<file path="src/rtl/program_loader_pkg.sv">
// Shared definitions for the program loader: frame constants and FSM state encoding.
package program_loader_pkg;

    localparam logic [7:0] SYNC_BYTE      = 8'hA5;
    localparam int         COUNT_W        = 16;
    localparam int         BYTES_PER_WORD = 4;

    typedef enum logic [2:0] {
        S_IDLE   = 3'd0,
        S_CNT_HI = 3'd1,
        S_CNT_LO = 3'd2,
        S_DATA   = 3'd3,
        S_CSUM   = 3'd4,
        S_DONE   = 3'd5,
        S_ERROR  = 3'd6
    } state_t;

    // Terminal states stop taking bytes so the host sees back-pressure instead of silent drops.
    function automatic logic state_accepts(input state_t s);
        return (s != S_DONE) && (s != S_ERROR);
    endfunction

endpackage

</file>
<file path="src/rtl/program_loader_byte_word_packer.sv">
// Byte-to-word assembler: MSB-first shift of stream bytes with a 2-bit byte counter.
module byte_word_packer
    import program_loader_pkg::*;
(
    input  logic        clk,
    input  logic        reset,
    input  logic        i_shift,
    input  logic [7:0]  i_byte,
    output logic [31:0] o_word,
    output logic        o_word_valid
);

    logic [23:0] r_partial;
    logic [1:0]  r_byte_cnt;

    always_ff @(posedge clk) begin
        if (reset) begin
            r_partial  <= '0;
            r_byte_cnt <= '0;
        end else if (i_shift) begin
            r_partial  <= {r_partial[15:0], i_byte};
            r_byte_cnt <= r_byte_cnt + 2'd1;
        end
    end

    // Word is complete on the beat carrying its last byte; the caller registers it.
    assign o_word       = {r_partial, i_byte};
    assign o_word_valid = i_shift && (r_byte_cnt == 2'(BYTES_PER_WORD - 1));

endmodule

</file>
<file path="src/rtl/program_loader.sv">
// Frames a host byte stream into 32-bit program-memory writes and releases the CPU
// only after the load's XOR checksum matches.
//   state  | meaning
//   IDLE   | hunting for the sync byte
//   CNT_HI | expecting word count, high byte
//   CNT_LO | expecting word count, low byte; range check
//   DATA   | collecting data bytes, one write per 4 bytes
//   CSUM   | expecting checksum byte
//   DONE   | load good, CPU released (terminal)
//   ERROR  | load bad, CPU held (terminal)
module program_loader
    import program_loader_pkg::*;
#(
    parameter int          DATA_WIDTH   = 32,
    parameter int          MEMORY_DEPTH = 64,
    parameter logic [31:0] BASE_ADDR    = 32'h0040_0000
) (
    input  logic                  clk,
    input  logic                  reset,
    input  logic [7:0]            Byte_i,
    input  logic                  Byte_valid_i,
    output logic                  Byte_ready_o,
    output logic                  Wr_en_o,
    output logic [31:0]           Wr_addr_o,
    output logic [DATA_WIDTH-1:0] Wr_data_o,
    output logic                  Cpu_hold_o,
    output logic                  Done_o,
    output logic                  Error_o
);

    state_t               r_state;
    state_t               w_state_next;
    logic [7:0]           r_count_hi;
    logic [7:0]           r_csum;
    logic [COUNT_W-1:0]   r_words_left;
    logic [31:0]          r_next_addr;

    logic                 w_beat;
    logic                 w_shift;
    logic                 w_word_valid;
    logic [31:0]          w_word;
    logic [COUNT_W-1:0]   w_count;
    logic                 w_count_bad;
    logic                 w_last_word;

    assign Byte_ready_o = ~reset & state_accepts(r_state);
    assign w_beat       = Byte_valid_i & Byte_ready_o;
    assign w_shift      = w_beat && (r_state == S_DATA);
    assign w_count      = {r_count_hi, Byte_i};
    assign w_count_bad  = (w_count == '0) || (w_count > COUNT_W'(MEMORY_DEPTH));
    assign w_last_word  = w_word_valid && (r_words_left == COUNT_W'(1));

    byte_word_packer u_packer (
        .clk          (clk),
        .reset        (reset),
        .i_shift      (w_shift),
        .i_byte       (Byte_i),
        .o_word       (w_word),
        .o_word_valid (w_word_valid)
    );

    always_ff @(posedge clk) begin
        if (reset) r_state <= S_IDLE;
        else       r_state <= w_state_next;
    end

    always_comb begin
        w_state_next = r_state;
        if (w_beat) begin
            case (r_state)
                S_IDLE:   if (Byte_i == SYNC_BYTE) w_state_next = S_CNT_HI;
                S_CNT_HI: w_state_next = S_CNT_LO;
                S_CNT_LO: w_state_next = w_count_bad ? S_ERROR : S_DATA;
                S_DATA:   if (w_last_word) w_state_next = S_CSUM;
                S_CSUM:   w_state_next = (Byte_i == r_csum) ? S_DONE : S_ERROR;
                default:  w_state_next = r_state;
            endcase
        end
    end

    // Word counter runs down from N; the address register walks up in parallel.
    always_ff @(posedge clk) begin
        if (reset) begin
            Wr_en_o      <= 1'b0;
            Wr_addr_o    <= BASE_ADDR;
            Wr_data_o    <= '0;
            r_next_addr  <= BASE_ADDR;
            r_count_hi   <= '0;
            r_words_left <= '0;
            r_csum       <= '0;
        end else begin
            Wr_en_o <= w_word_valid;
            if (w_beat && (r_state == S_CNT_HI)) r_count_hi <= Byte_i;
            if (w_beat && (r_state == S_CNT_LO)) r_words_left <= w_count;
            if (w_shift) r_csum <= r_csum ^ Byte_i;
            if (w_word_valid) begin
                Wr_addr_o    <= r_next_addr;
                Wr_data_o    <= w_word;
                r_next_addr  <= r_next_addr + 32'(DATA_WIDTH / 8);
                r_words_left <= r_words_left - COUNT_W'(1);
            end
        end
    end

    assign Done_o     = (r_state == S_DONE);
    assign Error_o    = (r_state == S_ERROR);
    assign Cpu_hold_o = (r_state != S_DONE);

endmodule

</file>
<file path="config.mk">
export PLATFORM = sky130hd
export DESIGN_NAME = program_loader
export DESIGN_NICKNAME = d
export VERILOG_FILES = /design/src/rtl/program_loader_pkg.sv /design/src/rtl/program_loader_byte_word_packer.sv /design/src/rtl/program_loader.sv
export SDC_FILE = /design/constraint.sdc
export NUM_CORES = 1
export LEC_CHECK = 0
export ABC_AREA = 1
export CAP_MARGIN = 10
export CORE_MARGIN = 8
export CORE_UTILIZATION = 35
export CTS_BUF_LIST = sky130_fd_sc_hd__clkbuf_16
export CTS_CLUSTER_SIZE = 24
export DETAILED_ROUTE_END_ITERATION = 7
export DONT_BUFFER_PORTS = 1
export GPL_TIMING_DRIVEN = 0
export PLACE_DENSITY = 0.53
export SETUP_SLACK_MARGIN = 0.2
export SLEW_MARGIN = 20
export SYNTH_ARGS = -nofsm -noshare
export SYNTH_HDL_FRONTEND = slang
export SYNTH_SLANG_ARGS = --single-unit
</file>
<file path="constraint.sdc">
create_clock -name clk -period 2.9 [get_ports clk]
set_input_delay 0.725 -clock clk [delete_from_list [all_inputs] [get_ports clk]]
set_output_delay 0.725 -clock clk [all_outputs]
set_load 0.02 [all_outputs]
</file>
==> results_dict.tcl, run 1 <==
set metrics [dict create \
    end_kind "primary output" \
    max_freq_mhz 441.1 \
    seqPwrFrac_pct 47.5 \
    post-route-cell-area_um2 7756 \
    drive_gt1_share_pct 7.571 \
    reg2reg_slack_ns 0.74 \
    required_ns 2.17 \
    finalMaxSlewViolations 0 \
    io_buffers 0 \
    vdd_ir_drop_max_mv 0.3622 \
    synth_cells 985 \
    fin_util_pct 40.12 \
    reg2regPathDepth 10 \
    hold_ws_ns 0.4508 \
    cts_tree "done" \
    ys_seq_area_share_pct 45.10 \
    globalRouteOverflowTotal 0 \
    row_count 51 \
    setup_slack_ns 0.6330 \
    dpl.hpwl_mm 14.61 \
    worst_pin_slew_ns 0.7263 \
    core_um2 19330 \
    dieArea_um2 24260 \
    die_y_um 155.7 \
    finalPower_mw 4.453 \
    routedWlPerCell_um 15.37 \
    post-place-cells 1251 \
    htreeDepth 4 \
    pwr-share-clk_pct 50.1 \
    final_cell_mix "nand2_1 (289), dfxtp_1 (154), nor2_1 (112)" \
    grt_pass1_wl_mm 31.92 \
    track_usage_pct 16.87 \
    p_int_mw 3.479 \
    p_sw_mw 0.9741 \
    crit_arrival_ns 1.54 \
    fin_crit_sh_pct 78.17 \
    hold_start "u_packer.r_partial[22]" \
    syn2layout_area_growth_pct 13.47 \
    avgSynthCellArea_um2 6.939 \
    wl_mm 19.70 \
    clock_sinks 154 \
    swShare_pct 21.87 \
    max_cap_viol_count 0 \
    rsz0062_at_grt "false" \
    gp_congestion 0.8639 \
    io_pins 80 \
    ys_types 34 \
    syn-cell-area_um2 6835 \
    ctsHoldBuffers 0 \
    fin_tns_setup_ns 0 \
    fillCellCount 2076 \
    worst_path_largest_cell_delay_ns 0.44 \
    dp_slack_ns 0.6163 \
    yosysWarnings 0 \
    ys_async_sr_fraction_pct 0 \
    grt_start_max_net_pins 17 \
    power.density_nw_per_um2 574.1 \
    clock_latency_ns 0.43 \
    slew-limit-headroom_pct 51.58 \
    layout_commonest_cell "nand2_1" \
    detail_route.drc_violations 0 \
    p_comb_share_pct 2.4 \
    cts_max_path_buffers 2 \
    fin_skew_ns 0.01470 \
    hold_class "flip-flop to flip-flop" \
    start_kind "flip-flop" \
    numCtsBuffers 17 \
    initial_utilization_pct 35.35 \
    cts_resized 0 \
    die_w_um 155.7 \
    slowest_stage "dfxtp_1" \
    grt_antenna_before_repair 0 \
    outcome "finished clean" \
    stdcell_count 1282 \
    worstPathMaxFanout 5 \
    finalCriticalPeriod_ns 2.267 \
    critPathTopFamily "flip-flops" \
    synth-edff-count 0 \
    grt_pass1_vias 5873 \
    final_antenna_net_count 0 \
    cts_setup_buffers 0 \
    crit_top_cell "inv_2" \
    n_antenna_cell 0 \
    timing.rr.start "r_state[1]" \
    cp_cell_sequence "inv_2, nand3_2, inv_2, nor2_4" \
    crit_buf_inv 2 \
    drt_iter0_drc 303 \
    num_vias 6130 \
    firstDrtPassIters 4 \
    leakagePower_nw 3.023 \
    cts_root_buf "clkbuf_16" \
    postPlaceCellArea_um2 7171 \
    holdPathEnd "u_packer.r_partial[22]" \
    setup_viol 0 \
    synth_top_flop_cell "dfxtp_1" \
    hold_viol_final 0 \
    cts.clk_slew.worst_paths_ns 0.07 \
    worstHoldPathCells 2 \
    r2r_end "r_next_addr[12]" \
    vias_per_cell 4.782 \
    criticalPathCategory "flip-flop to primary output" \
    ys_ff_latch 154 \
    finalNetCount 1020 \
]
## routing by layer
metal  vias to the layer above  wire [um]  track usage, %
li1                       3190          -               -
met1                      2780       9439           21.95
met2                       135       8813           26.76
met3                        25       1045           3.795
met4                         0        406           6.331
met5                         -          0               0
## cell families (layout without fill, tap and decap cells)
logic type,count (synthesis),in the layout,synth area share [%]
other,1,2,0.05486
adder cells (fa/ha/maj),4,4,0.7322
AO/OA/AOI/OAI,188,188,13.88
flip-flops,154,154,45.10
AND/OR/NAND/NOR,485,485,29.58
buffers and inverters,136,167,8.475
XOR/XNOR,17,17,2.178
## power groups by stage
stage          sequential (mW)  clock (mW)  combinational [mW]
6_report                  2.12        2.23               0.108
5_1_grt                   2.11        2.38               0.119
4_1_cts                   2.12        2.28               0.108
3_5_place_dp              2.16           0               0.108
3_3_place_gp              2.16           0               0.108
2_1_floorplan             2.16           0              0.0701
## synth_stat cells, types with 3 or more instances
cell type    n  area share (%)
nor3_1      25             1.8
or2_2        3            0.27
nand3_1     38             2.8
buf_4        5            0.55
dfxtp_1    154              45
clkbuf_1    12            0.66
nand4_1      4            0.37
o21ai_1     56             4.1
nand2_1    289              16
ha_1         4            0.73
buf_2       22             1.6
o21ai_0     54             4.0
buf_6        3            0.49
inv_1       86             4.7
nor2_1     112             6.2
xor2_1      15             1.9
a21oi_1     74             5.4
inv_2        6            0.33
## flip-flops by register name, indices dropped and copies added, names as in the netlist, 2 cells and up
| register | count |
|---|---|
| Wr_data_o | 32 |
| r_next_addr | 30 |
| u_packer.r_partial | 24 |
| r_words_left | 16 |
| u_packer.r_byte_cnt | 2 |
| r_count_hi | 8 |
| r_state | 3 |
| r_csum | 8 |
| Wr_addr_o | 30 |
## area by class of cell
cell class	count	area (um^2)	area share, %
Multi-Input combinational cell	696	3177	40.96
Sequential cell	154	3083	39.75
Clock buffer	17	425.4	5.485
Inverter	92	345.3	4.452
Tap cell	265	331.6	4.275
Buffer	44	234.0	3.017
Clock inverter	14	160.2	2.065
## worst max path at each step
stage	startpoint	endpoint	slack [ns]	cells past startpoint
after floorplan	reset	r_next_addr[12]	1.00	9
after global placement	reset	r_next_addr[12]	0.63	9
after detailed placement	reset	r_next_addr[12]	0.62	9
after CTS	r_state[1]	Byte_ready_o	0.62	4
after global routing	r_state[1]	Byte_ready_o	0.55	4
final	r_state[1]	Byte_ready_o	0.63	4
## worst min-delay path: cells and delay by family (launching register included)
family	cells	cell delay, ns
flops	1	0.30
buf+inv	1	0.06
compound gates	1	0.05
Note: power is estimated with default switching activity, not from simulation.
==> run 2, diff against run 1 <==
==> constraint.sdc (replaced) <==
create_clock -name clk -period 2.14 [get_ports clk]
set_input_delay 0.535 -clock clk [delete_from_list [all_inputs] [get_ports clk]]
set_output_delay 0.535 -clock clk [all_outputs]
set_load 0.02 [all_outputs]
==> results_dict.tcl, run 2 (synthesis gave the netlist of run 1 again) <==
set metrics [dict create \
    leakagePower_nw 3.111 \
    largest_register_ffs 32 \
    drt_iter0_drc 377 \
    vias_per_cell 4.807 \
    post-place-cells 1251 \
    initial_utilization_pct 35.35 \
    max_cap_viol_count 0 \
    final_antenna_net_count 0 \
    finalCriticalPeriod_ns 1.896 \
    grt_start_max_net_pins 17 \
    gp_congestion 0.8639 \
    detail_route.drc_violations 0 \
    globalRouteOverflowTotal 0 \
    firstDrtPassIters 5 \
    finalPower_mw 6.038 \
    io_pins 80 \
    required_ns 1.60 \
    die_w_um 155.7 \
    criticalPathCategory "flip-flop to primary output" \
    top_register "Wr_data_o" \
    top_regs "Wr_data_o (32), Wr_addr_o (30), r_next_addr (30)" \
    vdd_ir_drop_max_mv 0.4913 \
    dpl.hpwl_mm 14.61 \
    grt_antenna_before_repair 0 \
    row_count 51 \
    htreeDepth 4 \
    rsz0062_at_grt "true" \
    layout_commonest_cell "nand2_1" \
    grt_pass1_vias 5898 \
    cts_root_buf "clkbuf_16" \
    max_freq_mhz 527.5 \
    finalMaxSlewViolations 0 \
    crit_arrival_ns 1.36 \
    track_usage_pct 16.92 \
    die_y_um 155.7 \
    end_kind "primary output" \
    worst_pin_slew_ns 0.7009 \
    start_kind "flip-flop" \
    fillCellCount 2057 \
    clock_sinks 154 \
    grt_pass1_wl_mm 32.04 \
    routedWlPerCell_um 15.52 \
    slew-limit-headroom_pct 53.27 \
    num_vias 6216 \
    clock_latency_ns 0.43 \
    cts_tree "done" \
    finalNetCount 1031 \
    fin_util_pct 41.33 \
    syn2layout_area_growth_pct 16.91 \
    core_um2 19330 \
    power.density_nw_per_um2 755.6 \
    numCtsBuffers 17 \
    fin_crit_sh_pct 88.58 \
    ctsHoldBuffers 0 \
    drive_gt1_share_pct 10.02 \
    outcome "finished clean" \
    io_buffers 0 \
    stdcell_count 1293 \
    setup_viol 0 \
    cts_max_path_buffers 2 \
    cts.clk_slew.worst_paths_ns 0.07 \
    worstPathMaxFanout 8 \
    fin_tns_setup_ns 0 \
    hold_class "input pin to flip-flop" \
    dieArea_um2 24260 \
    final_cell_mix "nand2_1 (287), dfxtp_1 (152), nor2_1 (110)" \
    fin_skew_ns 0.01273 \
    wl_mm 20.07 \
    hold_viol_final 0 \
    n_antenna_cell 0 \
]
-- run 2: metal layers --
metal  vias to the layer above  part of all wire (%)  track usage, %  wire (um)
li1                       3212                     -               -          -
met4                         0                   2.0           6.331        410
met1                      2825                    47           21.96       9470
met3                        25                   5.9           3.823       1188
met2                       154                    45           26.93       9001
met5                         -                     0               0          0
-- run 2: worst max-delay path, cell delays in order, from the launching register on --
cell     delay, ns
dfxtp_1       0.31
buf_6         0.14
nand3_4       0.16
inv_6         0.07
nor2_4        0.25
-- run 2: metrics by stage --
| step | setup WS [ns] | instance area [um^2] | hold slack (ns) |
|---|---|---|---|
| 2_1_floorplan | 0.3919 | 6839 | 0.4298 |
| 3_3_place_gp | 0.01092 | 7171 | 0.4398 |
| 3_5_place_dp | 0.008250 | 7171 | 0.4475 |
| 4_1_cts | 0.2039 | 7810 | 0.2957 |
| 5_1_grt | 0.1499 | 7991 | 0.3150 |
| 6_report | 0.2444 | 7991 | 0.3035 |
-- run 2: final cells by class --
class	count	area, um^2	area share, %
plain buffers	44	279.0	3.491
clock buffers	17	425.4	5.323
clock inverters	14	160.2	2.004
inverters	92	350.3	4.384
multi-input cells	697	3239	40.54
flip-flops and latches	154	3088	38.64
well taps	265	331.6	4.149
repair buffers	10	117.6	1.472
-- run 2: repair_timing --
item	CTS	global route
resized for setup	9	44
endpoints found under the hold margin	0	0
endpoints found under the setup margin	70	109
cloned	0	3
buffers inserted	3	5
pin swaps	4	7
-- run 2: path summary, 6_finish.rpt --
| check | cells past startpoint | slack (ns) | start | endpoint |
|---|---|---|---|---|
| setup / recovery | 4 | 0.24 | r_state[2] | Byte_ready_o |
| hold / removal | 2 | 0.30 | Byte_i[6] | r_count_hi[6] |
| setup reg to reg | 10 | 0.25 | r_state[2] | r_next_addr[20] |
| hold reg to reg | 2 | 0.45 | u_packer.r_partial[22] | u_packer.r_partial[22] |
-- run 2: power by group --
group / leakage (nW) / switching [mW] / internal [mW] / total, mW
clock: 0.294 / 1.21 / 1.81 / 3.02
sequential: 1.24 / 0.000975 / 2.87 / 2.87
combinational: 1.58 / 0.116 / 0.0351 / 0.151
total: 3.11 / 1.32 / 4.72 / 6.04
==> run 3, diff against run 2 <==
--- a/config.mk
+++ b/config.mk
@@ -6,7 +6,7 @@
 export NUM_CORES = 1
 export LEC_CHECK = 0
 export ABC_AREA = 1
-export CAP_MARGIN = 10
+export CAP_MARGIN = 40
 export CORE_MARGIN = 8
 export CORE_UTILIZATION = 35
 export CTS_BUF_LIST = sky130_fd_sc_hd__clkbuf_16
==> results of run 3 <==
Final layout, timing and power as in run 2 (identical DEF).
